File: src/rtl/puf_pkg.sv
// puf_pkg: shared definitions for the PUF challenge/response controller.
//   BYTE_W  - width of one UART byte
//   state_e - controller states
//   cnt_w   - counter width for a counter with tc distinct values (min 1)
package puf_pkg;

  localparam int BYTE_W = 8;

  typedef enum logic [1:0] {
    RECV = 2'd0,
    EVAL = 2'd1,
    SEND = 2'd2
  } state_e;

  function automatic int cnt_w(input int tc);
    return (tc > 1) ? $clog2(tc) : 1;
  endfunction

endpackage

File: src/rtl/puf_crp_ctrl_gray_enc.sv
// gray_enc: purely combinational binary-to-gray converter.
//   bin_i  [WIDTH-1:0]  binary input
//   gray_o [WIDTH-1:0]  gray[i] = bin[i] ^ bin[i+1], gray[MSB] = bin[MSB]
module gray_enc #(
  parameter int WIDTH = 32
) (
  input  logic [WIDTH-1:0] bin_i,
  output logic [WIDTH-1:0] gray_o
);

  assign gray_o = bin_i ^ (bin_i >> 1);

endmodule

File: src/rtl/puf_crp_ctrl.sv
// puf_crp_ctrl: collects a challenge from a UART byte stream, drives it to a
// PUF core for SETTLE cycles, then streams the response (or, in check mode,
// the received binary challenge) back out byte by byte, LSB byte first.
//
// Ports
//   clk, rst            clock, async active-high reset
//   rx_data, rx_valid   incoming challenge bytes
//   check               loopback select, sampled with the final challenge byte
//   puf_challenge       registered challenge to the PUF core (gray or raw)
//   puf_en              PUF evaluate enable (EVAL only)
//   puf_response        PUF core output
//   tx_data, tx_valid   outgoing byte, held until tx_ready
//   tx_ready            transmitter accept
//   busy                high in EVAL and SEND
//   overrun             sticky: a byte arrived outside RECV
//
// state | meaning
// RECV  | accept challenge bytes into slot k
// EVAL  | puf_en high, settle down-counter running
// SEND  | present byte j of the shift register until accepted
module puf_crp_ctrl
  import puf_pkg::*;
#(
  parameter int CH_W    = 32,
  parameter int RSP_W   = 32,
  parameter int SETTLE  = 8,
  parameter int GRAY_EN = 1
) (
  input  logic               clk,
  input  logic               rst,
  input  logic [BYTE_W-1:0]  rx_data,
  input  logic               rx_valid,
  input  logic               check,
  output logic [CH_W-1:0]    puf_challenge,
  output logic               puf_en,
  input  logic [RSP_W-1:0]   puf_response,
  output logic [BYTE_W-1:0]  tx_data,
  output logic               tx_valid,
  input  logic               tx_ready,
  output logic               busy,
  output logic               overrun
);

  localparam int CH_B  = CH_W / BYTE_W;
  localparam int RSP_B = RSP_W / BYTE_W;
  localparam int KW    = cnt_w(CH_B);
  localparam int JW    = cnt_w(RSP_B);
  localparam int SW    = cnt_w(SETTLE);

  state_e            state_q, state_d;
  logic [KW-1:0]     k_q, k_d;
  logic [JW-1:0]     j_q, j_d;
  logic [SW-1:0]     settle_q, settle_d;
  logic [CH_W-1:0]   bin_q, bin_d;
  logic [CH_W-1:0]   chal_q, chal_d;
  logic [RSP_W-1:0]  sr_q, sr_d;
  logic              mode_q, mode_d;
  logic              ovr_q, ovr_d;

  logic [CH_W-1:0]   enc_w;
  logic [RSP_W-1:0]  echo_w;

  // Encode the next binary value so the challenge register is loaded with the
  // complete frame on the same edge that enters EVAL.
  generate
    if (GRAY_EN != 0) begin : g_gray
      gray_enc #(.WIDTH(CH_W)) u_gray (
        .bin_i  (bin_d),
        .gray_o (enc_w)
      );
    end else begin : g_raw
      assign enc_w = bin_d;
    end

    if (RSP_W > CH_W) begin : g_ext
      assign echo_w = {{(RSP_W-CH_W){1'b0}}, bin_q};
    end else begin : g_trunc
      assign echo_w = bin_q[RSP_W-1:0];
    end
  endgenerate

  assign chal_d = (state_q == RECV && state_d == EVAL) ? enc_w : chal_q;

  always_comb begin
    state_d  = state_q;
    k_d      = k_q;
    j_d      = j_q;
    settle_d = settle_q;
    bin_d    = bin_q;
    sr_d     = sr_q;
    mode_d   = mode_q;
    ovr_d    = ovr_q | (rx_valid && state_q != RECV);

    case (state_q)
      RECV: begin
        if (rx_valid) begin
          bin_d[k_q*BYTE_W +: BYTE_W] = rx_data;
          if (k_q == KW'(CH_B-1)) begin
            k_d      = '0;
            mode_d   = check;
            settle_d = SW'(SETTLE-1);
            state_d  = EVAL;
          end else begin
            k_d = k_q + 1'b1;
          end
        end
      end
      EVAL: begin
        if (settle_q == '0) begin
          sr_d    = mode_q ? echo_w : puf_response;
          j_d     = '0;
          state_d = SEND;
        end else begin
          settle_d = settle_q - 1'b1;
        end
      end
      SEND: begin
        if (tx_ready) begin
          if (j_q == JW'(RSP_B-1)) begin
            j_d     = '0;
            state_d = RECV;
          end else begin
            j_d = j_q + 1'b1;
          end
        end
      end
      default: state_d = RECV;
    endcase
  end

  always_ff @(posedge clk or posedge rst) begin
    if (rst) begin
      state_q  <= RECV;
      k_q      <= '0;
      j_q      <= '0;
      settle_q <= '0;
      bin_q    <= '0;
      chal_q   <= '0;
      sr_q     <= '0;
      mode_q   <= 1'b0;
      ovr_q    <= 1'b0;
    end else begin
      state_q  <= state_d;
      k_q      <= k_d;
      j_q      <= j_d;
      settle_q <= settle_d;
      bin_q    <= bin_d;
      chal_q   <= chal_d;
      sr_q     <= sr_d;
      mode_q   <= mode_d;
      ovr_q    <= ovr_d;
    end
  end

  assign puf_challenge = chal_q;
  assign puf_en        = (state_q == EVAL);
  assign tx_valid      = (state_q == SEND);
  assign busy          = (state_q != RECV);
  assign tx_data       = sr_q[j_q*BYTE_W +: BYTE_W];
  assign overrun       = ovr_q;

endmodule

File: config.mk
export PLATFORM = sky130hd
export DESIGN_NAME = puf_crp_ctrl
export DESIGN_NICKNAME = d
export VERILOG_FILES = /design/src/rtl/puf_pkg.sv /design/src/rtl/puf_crp_ctrl_gray_enc.sv /design/src/rtl/puf_crp_ctrl.sv
export SDC_FILE = /design/constraint.sdc
export NUM_CORES = 1
export LEC_CHECK = 0
export BUFFER_PORTS_ARGS = -buffer_cell sky130_fd_sc_hd__buf_2
export CORE_ASPECT_RATIO = 0.7
export CORE_UTILIZATION = 30
export DETAILED_ROUTE_END_ITERATION = 7
export PLACE_DENSITY = 0.52
export SLEW_MARGIN = 25
export SYNTH_ARGS = -nofsm -noshare
export SYNTH_HDL_FRONTEND = slang
export SYNTH_SLANG_ARGS = --single-unit
export TNS_END_PERCENT = 30
File: constraint.sdc
create_clock -name clk -period 3.8 [get_ports clk]
set_clock_uncertainty 0.2 [all_clocks]
set_input_delay 0.76 -clock clk [delete_from_list [all_inputs] [get_ports clk]]
set_output_delay 0.76 -clock clk [all_outputs]
set_load 0.01 [all_outputs]
==> qor.txt, run 1 <==
Multi-input gate area: 2610 um2
Syn Inst Count: 458
Initial antenna violation count: 0
Share of layout cells above drive strength 1: 31.5%
Synth Net Count: 516
Iter 0 DRT Violations: 284
FF+latch count, synth: 107
Most common cell after layout, fill and taps aside: dfrtp_1
DP HPWL: 11.1 mm
Mux cell area share after synthesis: 19.2%
Top Ports: 89
Total iterations of the first detailed-routing run: 8
Hold buffers post-CTS: 0
Final #Nets: 594
Die area: 19,300 um2
Detailed-route wire length: 14.9 mm
Max Clk Rate: 321 MHz
Xor/xnor share of the synthesized area: 4.84%
CP startpoint kind: flop
Synth unique cells: 52
Post-CTS resize count: 0
Clk buf depth: 2
RSZ-0062 raised after global routing: false
Die width: 165 um
Worst VDD drop: 302 uV
Crit-path slowest cell: and4b_1
Via Count: 3,812
CP arrival: 3.15 ns
Die Y-Extent: 116 um
Wire per inst: 19.3 um
Synth Area in Compound Gates: 11.3%
Failing checks: DRC
Total CTS buffers: 9
Leak Pwr: 3.20 nW
FF/Latch Area: 2680 um2
Initial Util: 30.9%
Clk_lat worst skew: 0.35 ns
Tightest Pin Transition: 0.997 ns
Final Slew Violations: 0
CP Max Fanout: 17
Setup crit end kind: flop
# diodes: 0
Hold Fails Final Rpt: 0
RePlAce Congestion: 0.789
Drt via density: 4.91
Post-DRT Antenna Nets: 0
Synth Area in Adders: 2.90%
# port buffers: 88
WHS: 0.273 ns
Max cap viols: 0
Cell Rows: 41
PD cells: 712 nW/um2
Yosys warnings: 0
Final period util: 82.0%
Synth area leader: dfrtp_1
Largest family of logic cells by synthesized area: multiplexers
Vias in the first global route: 4,017
Share of the synthesized area in the top cell type: 47.7%
Core area: 18,200 um2
Required time of the worst setup path: 3.83 ns
CP bufs+invs: 1
Outcome: finished, violations left
Seq/Total Area, Yosys: 47.7%
Post-CTS setup buffer count: 0
CTS Root Cell: clkbuf_16
Largest net degree at the start of global routing: 65
H-tree Lvls: 3
Endpoints failing setup: 0
GRT Total Usage: 16.7%
Critical Path Max Stage Delay: 0.80 ns
Cell family with the largest share of critical-path delay: simple AND/OR/NAND/NOR gates
Post-Synth Simple-Gate Area: 8.21%
Synthesized area per cell: 12.3 um2
Most frequent cells in the layout: 106 x dfrtp_1, 88 x buf_2, 41 x inv_1
Post-Syn Area: 5610 um2
Post-route design area: 6550 um2
Setup_tns: 0 ns
Area growth syn-to-layout: 16.6%
Pwr Total: 0.00466 W
Synth top area cells: dfrtp_1 48%, mux2_4 7.8%, mux2i_1 6.8%
Post-route minimum period: 3.11 ns
DRC viols: 10
Clk slew on worst S/H paths: 0.07 ns
Max_slew headroom: 33.6%
FF-to-FF setup slack: 0.69 ns
Overflow after GRT: 0
Crit-path cells: inv_1 -> ha_1 -> and4b_1 -> a32oi_1 -> xor2_1 -> mux2_4
CTS tree: done
Clock sink count: 107
Global-route wire length before repair: 23.5 mm
Min-delay worst type: reg -> reg
Placed Area: 6240 um2
Crit Path Category: reg -> reg
Fillcell total: 1,849
## worst reg2reg max path, stage by stage (launching register included)
cell	delay, ns
dfrtp_1	0.67
inv_1	0.18
ha_1	0.27
and4b_1	0.80
a32oi_1	0.36
xor2_1	0.23
mux2_4	0.29
## kinds of logic (layout without fill, tap and decap cells)
group	after synthesis	after routing
and+or+nand+nor	78	78
adders and majority gates	13	13
AOI/OAI and AO/OA	79	79
buffers and inverters	68	150
DFF	107	107
muxes	82	82
xor gates and xnor gates	31	31
## state kept, by name, summed over array words and instances, names as in the netlist
signal	cells
puf_challenge	32
settle_q	3
overrun	1
sr_q	32
k_q	2
state_q	2
mode_q	1
j_q	2
bin_q	32
## power breakdown
group,total [W],switching (W),internal (W)
clock,0.000984,0.000410,0.000574
sequential,0.00176,0.000330,0.00143
combinational,0.00192,0.000991,0.000928
total,0.00466,0.00173,0.00293
## cell usage after synthesis, drive strengths merged
master and instances:
o32ai 1, nor2b 5, a221o 1, clkbuf 11
a21o 2, o311ai 1, o31ai 1, inv 42
nor2 35, o31a 1, and3b 1, a22o 2
a31oi 1, xor2 29, mux2i 39, a21oi 37
ha 13, nand2b 1, nand2 6, xnor2 2
a32o 1, o2111ai 1, nand3 6, a32oi 23
a21boi 1, a41oi 1, nand3b 2, o211ai 1
buf 15, dfrtp 107, and2 10, mux4 8
nor3b 10, mux2 35, or2 1, and4b 1
o221ai 1, o21ai 3
## per-layer routing
| layer | global-route usage (%) | part of all wire, % | vias to the layer above | wire length [um] |
|---|---|---|---|---|
| met2 | 23.8 | 42 | 108 | 6290 |
| met5 | 0 | 0 | - | 0 |
| met4 | 4.55 | 1.4 | 0 | 214 |
| met3 | 3.87 | 5.5 | 15 | 820 |
| li1 | - | - | 1758 | - |
| met1 | 25.0 | 51 | 1931 | 7620 |
## worst paths after layout
| check | start | endpoint | depth (start not counted) |
|---|---|---|---|
| min in group asynchronous | rst | puf_challenge[14] | 2 |
| worst max register to register | k_q[0] | puf_challenge[7] | 6 |
| worst min-delay path | overrun | overrun | 1 |
| max in group asynchronous | rst | mode_q | 3 |
| worst max-delay path | k_q[0] | puf_challenge[7] | 6 |
| worst min register to register | overrun | overrun | 1 |
## per-stage QoR
step / util (%) / worst slack [ns] / cells
finish: 36.0 / 0.685 / 776
global route: 36.0 / 0.507 / 776
global placement: 34.4 / 0.817 / 761
detailed placement: 34.4 / 0.676 / 761
CTS: 36.0 / 0.666 / 776
floorplan: - / 0.0228 / 458
## cell type report
class	count	area share [%]
Multi-Input combinational cell	283	39.8
Clock inverter	3	0.994
Timing Repair Buffer	93	7.68
Inverter	42	2.45
Sequential cell	107	40.9
Tap cell	236	4.51
Clock buffer	12	3.61
Power figures use the tool's default switching activity.
==> run 2, diff against run 1 <==
--- a/config.mk
+++ b/config.mk
@@ -9,7 +9,7 @@
 export CORE_ASPECT_RATIO = 0.7
 export CORE_UTILIZATION = 30
 export DETAILED_ROUTE_END_ITERATION = 7
-export PLACE_DENSITY = 0.52
+export PLACE_DENSITY = 0.51
 export SLEW_MARGIN = 25
 export SYNTH_ARGS = -nofsm -noshare
 export SYNTH_HDL_FRONTEND = slang
==> constraint.sdc (replaced) <==
create_clock -name clk -period 3 [get_ports clk]
set_clock_uncertainty 0.2 [all_clocks]
set_input_delay 0.6 -clock clk [delete_from_list [all_inputs] [get_ports clk]]
set_output_delay 0.6 -clock clk [all_outputs]
set_load 0.01 [all_outputs]
==> qor.txt, run 2 (synthesis gave the netlist of run 1 again) <==
Max cap viols: 0 (unchanged)
Most Crowded Layer GR: met1 (unchanged)
Max_slew headroom: 47.4% (was 33.6%)
Setup crit end kind: flop (unchanged)
Final #Nets: 601 (was 594)
Worst VDD drop: 282 uV (was 302 uV)
Drt via density: 4.85 (was 4.91)
Placed Area: 6300 um2 (was 6240 um2)
Tightest Pin Transition: 0.789 ns (was 0.997 ns)
Clock sink count: 107 (unchanged)
Post-route minimum period: 2.69 ns (was 3.11 ns)
CP arrival: 2.72 ns (was 3.15 ns)
FF/Latch Area: 2680 um2 (unchanged)
M3 GR Usage: 4.37% (was 3.87%)
PD cells: 895 nW/um2 (was 712 nW/um2)
# port buffers: 88 (unchanged)
Most common cell after layout, fill and taps aside: dfrtp_1 (unchanged)
Wire per inst: 19.3 um (about the same)
Overflow after GRT: 0 (unchanged)
Initial antenna violation count: 0 (unchanged)
Detailed-route wire length: 15.1 mm (was 14.9 mm)
Die area: 19,300 um2 (unchanged)
R2R depth: 7 (was 6)
Endpoints failing setup: 0 (unchanged)
Final period util: 89.5% (was 82.0%)
Critical path startpoint: state_q[1] (was k_q[0])
Hold Fails Final Rpt: 0 (unchanged)
Required time of the worst setup path: 3.04 ns (was 3.83 ns)
Leak Pwr: 3.22 nW (was 3.20 nW)
Initial Util: 30.9% (unchanged)
Iter 0 DRT Violations: 244 (was 284)
GRT met2 Usage: 23.4% (was 23.8%)
Min-delay worst type: in -> async (was reg -> reg)
GRT Total Usage: 16.8% (was 16.7%)
CTS tree: done (unchanged)
Fillcell total: 1,816 (was 1,849)
Outcome: finished, violations left (unchanged)
CP startpoint kind: flop (unchanged)
Cell Rows: 41 (unchanged)
H-tree Lvls: 3 (unchanged)
Multi-input gate area: 2610 um2 (about the same)
Core area: 18,200 um2 (unchanged)
Clk slew on worst S/H paths: 0.07 ns (about the same)
Worst Slack Setup Final: 0.314 ns (was 0.685 ns)
Die width: 165 um (unchanged)
Die Y-Extent: 116 um (unchanged)
Final Slew Violations: 0 (unchanged)
CP Max Fanout: 8 (was 17)
Via Count: 3,799 (was 3,812)
# diodes: 0 (unchanged)
FF-to-FF End: puf_challenge[7] (unchanged)
Most frequent cells in the layout: 106 x dfrtp_1, 88 x buf_2, 41 x inv_1 (unchanged)
Post-place setup slack: 0.189 ns (was 0.676 ns)
Failing checks: DRC (unchanged)
Area growth syn-to-layout: 17.5% (was 16.6%)
Reg-to-reg startpoint: state_q[1] (was k_q[0])
RePlAce Congestion: 0.834 (was 0.789)
Crit Path Category: reg -> reg (unchanged)
Clk buf depth: 2 (unchanged)
DP HPWL: 11.5 mm (was 11.1 mm)
CTS Root Cell: clkbuf_16 (unchanged)
Max Clk Rate: 372 MHz (was 321 MHz)
FF-to-FF setup slack: 0.31 ns (was 0.69 ns)
Total CTS buffers: 9 (unchanged)
Post-DRT Antenna Nets: 0 (unchanged)
Setup_tns: 0 ns (unchanged)
Top Ports: 89 (unchanged)
DRC viols: 8 (was 10)
Largest net degree at the start of global routing: 65 (unchanged)
Share of layout cells above drive strength 1: 33.0% (was 31.5%)
Total iterations of the first detailed-routing run: 6 (was 8)
Global-route wire length before repair: 23.4 mm (was 23.5 mm)
M1 GR Usage: 25.3% (was 25.0%)
Post-route design area: 6600 um2 (was 6550 um2)
RSZ-0062 raised after global routing: false (unchanged)
Final core occ: 36.3% (was 36.0%)
Clk_lat worst skew: 0.35 ns (about the same)
Pwr Total: 0.00590 W (was 0.00466 W)
Hold buffers post-CTS: 0 (unchanged)
Vias in the first global route: 3,914 (was 4,017)
==> run 2: cell types whose count changed in the layout (fill, tap and decap cells not counted) <==
cell        delta
clkinvlp_4     +4
nor2b_2        +1
clkbuf_1       -2
nor2b_1        -1
inv_4          -1
clkinv_4       +1
buf_4          +7
bufinv_16      -1
==> run 2: metrics by stage <==
stage	cells	hold WS, ns
2_1_floorplan	458	0.250
3_5_place_dp	768	0.247
3_3_place_gp	768	0.244
6_report	784	0.173
4_1_cts	784	0.202
5_1_grt	784	0.215
==> run 2: repair_timing <==
action                                  CTS  global route
endpoints found under the setup margin    0             3
hold endpoints to repair                  0             0
buffers inserted                          0             0
resized for setup                         0             1
==> run 2: worst max path at each step <==
stage,endpoint,slack [ns],cells after the start
6_report,puf_challenge[7],0.31,7
5_1_grt,puf_challenge[7],0.21,7
4_1_cts,puf_challenge[28],0.16,6
3_5_place_dp,puf_challenge[28],0.19,6
3_3_place_gp,puf_challenge[28],0.27,6
2_1_floorplan,puf_challenge[18],0.35,8
==> run 2: layout make-up <==
cell class	instances	share of cell area (%)
Clock inverter	6	1.01
Timing Repair Buffer	100	8.42
Clock buffer	10	3.47
Tap cell	236	4.48
Sequential cell	107	40.6
Multi-Input combinational cell	283	39.6
Inverter	42	2.45
==> run 2: power breakdown <==
part	total, W	internal, W	switching [W]
sequential	0.00217	0.00181	0.000363
clock	0.00120	0.000648	0.000555
combinational	0.00252	0.00120	0.00133
total	0.00590	0.00366	0.00224
==> run 2: critical path, cell delays in order, from the launching register on <==
cell and delay [ns]:
dfrtp_1 0.42, inv_1 0.12, ha_1 0.42, buf_4 0.27
nand3_4 0.20, mux2i_1 0.50, xor2_1 0.15, mux2_4 0.29
==> run 2: routing by layer <==
layer	wire length, um	share of wire (%)
met3	999	6.6
met1	7530	50
met4	169	1.1
met5	0	0
met2	6430	43
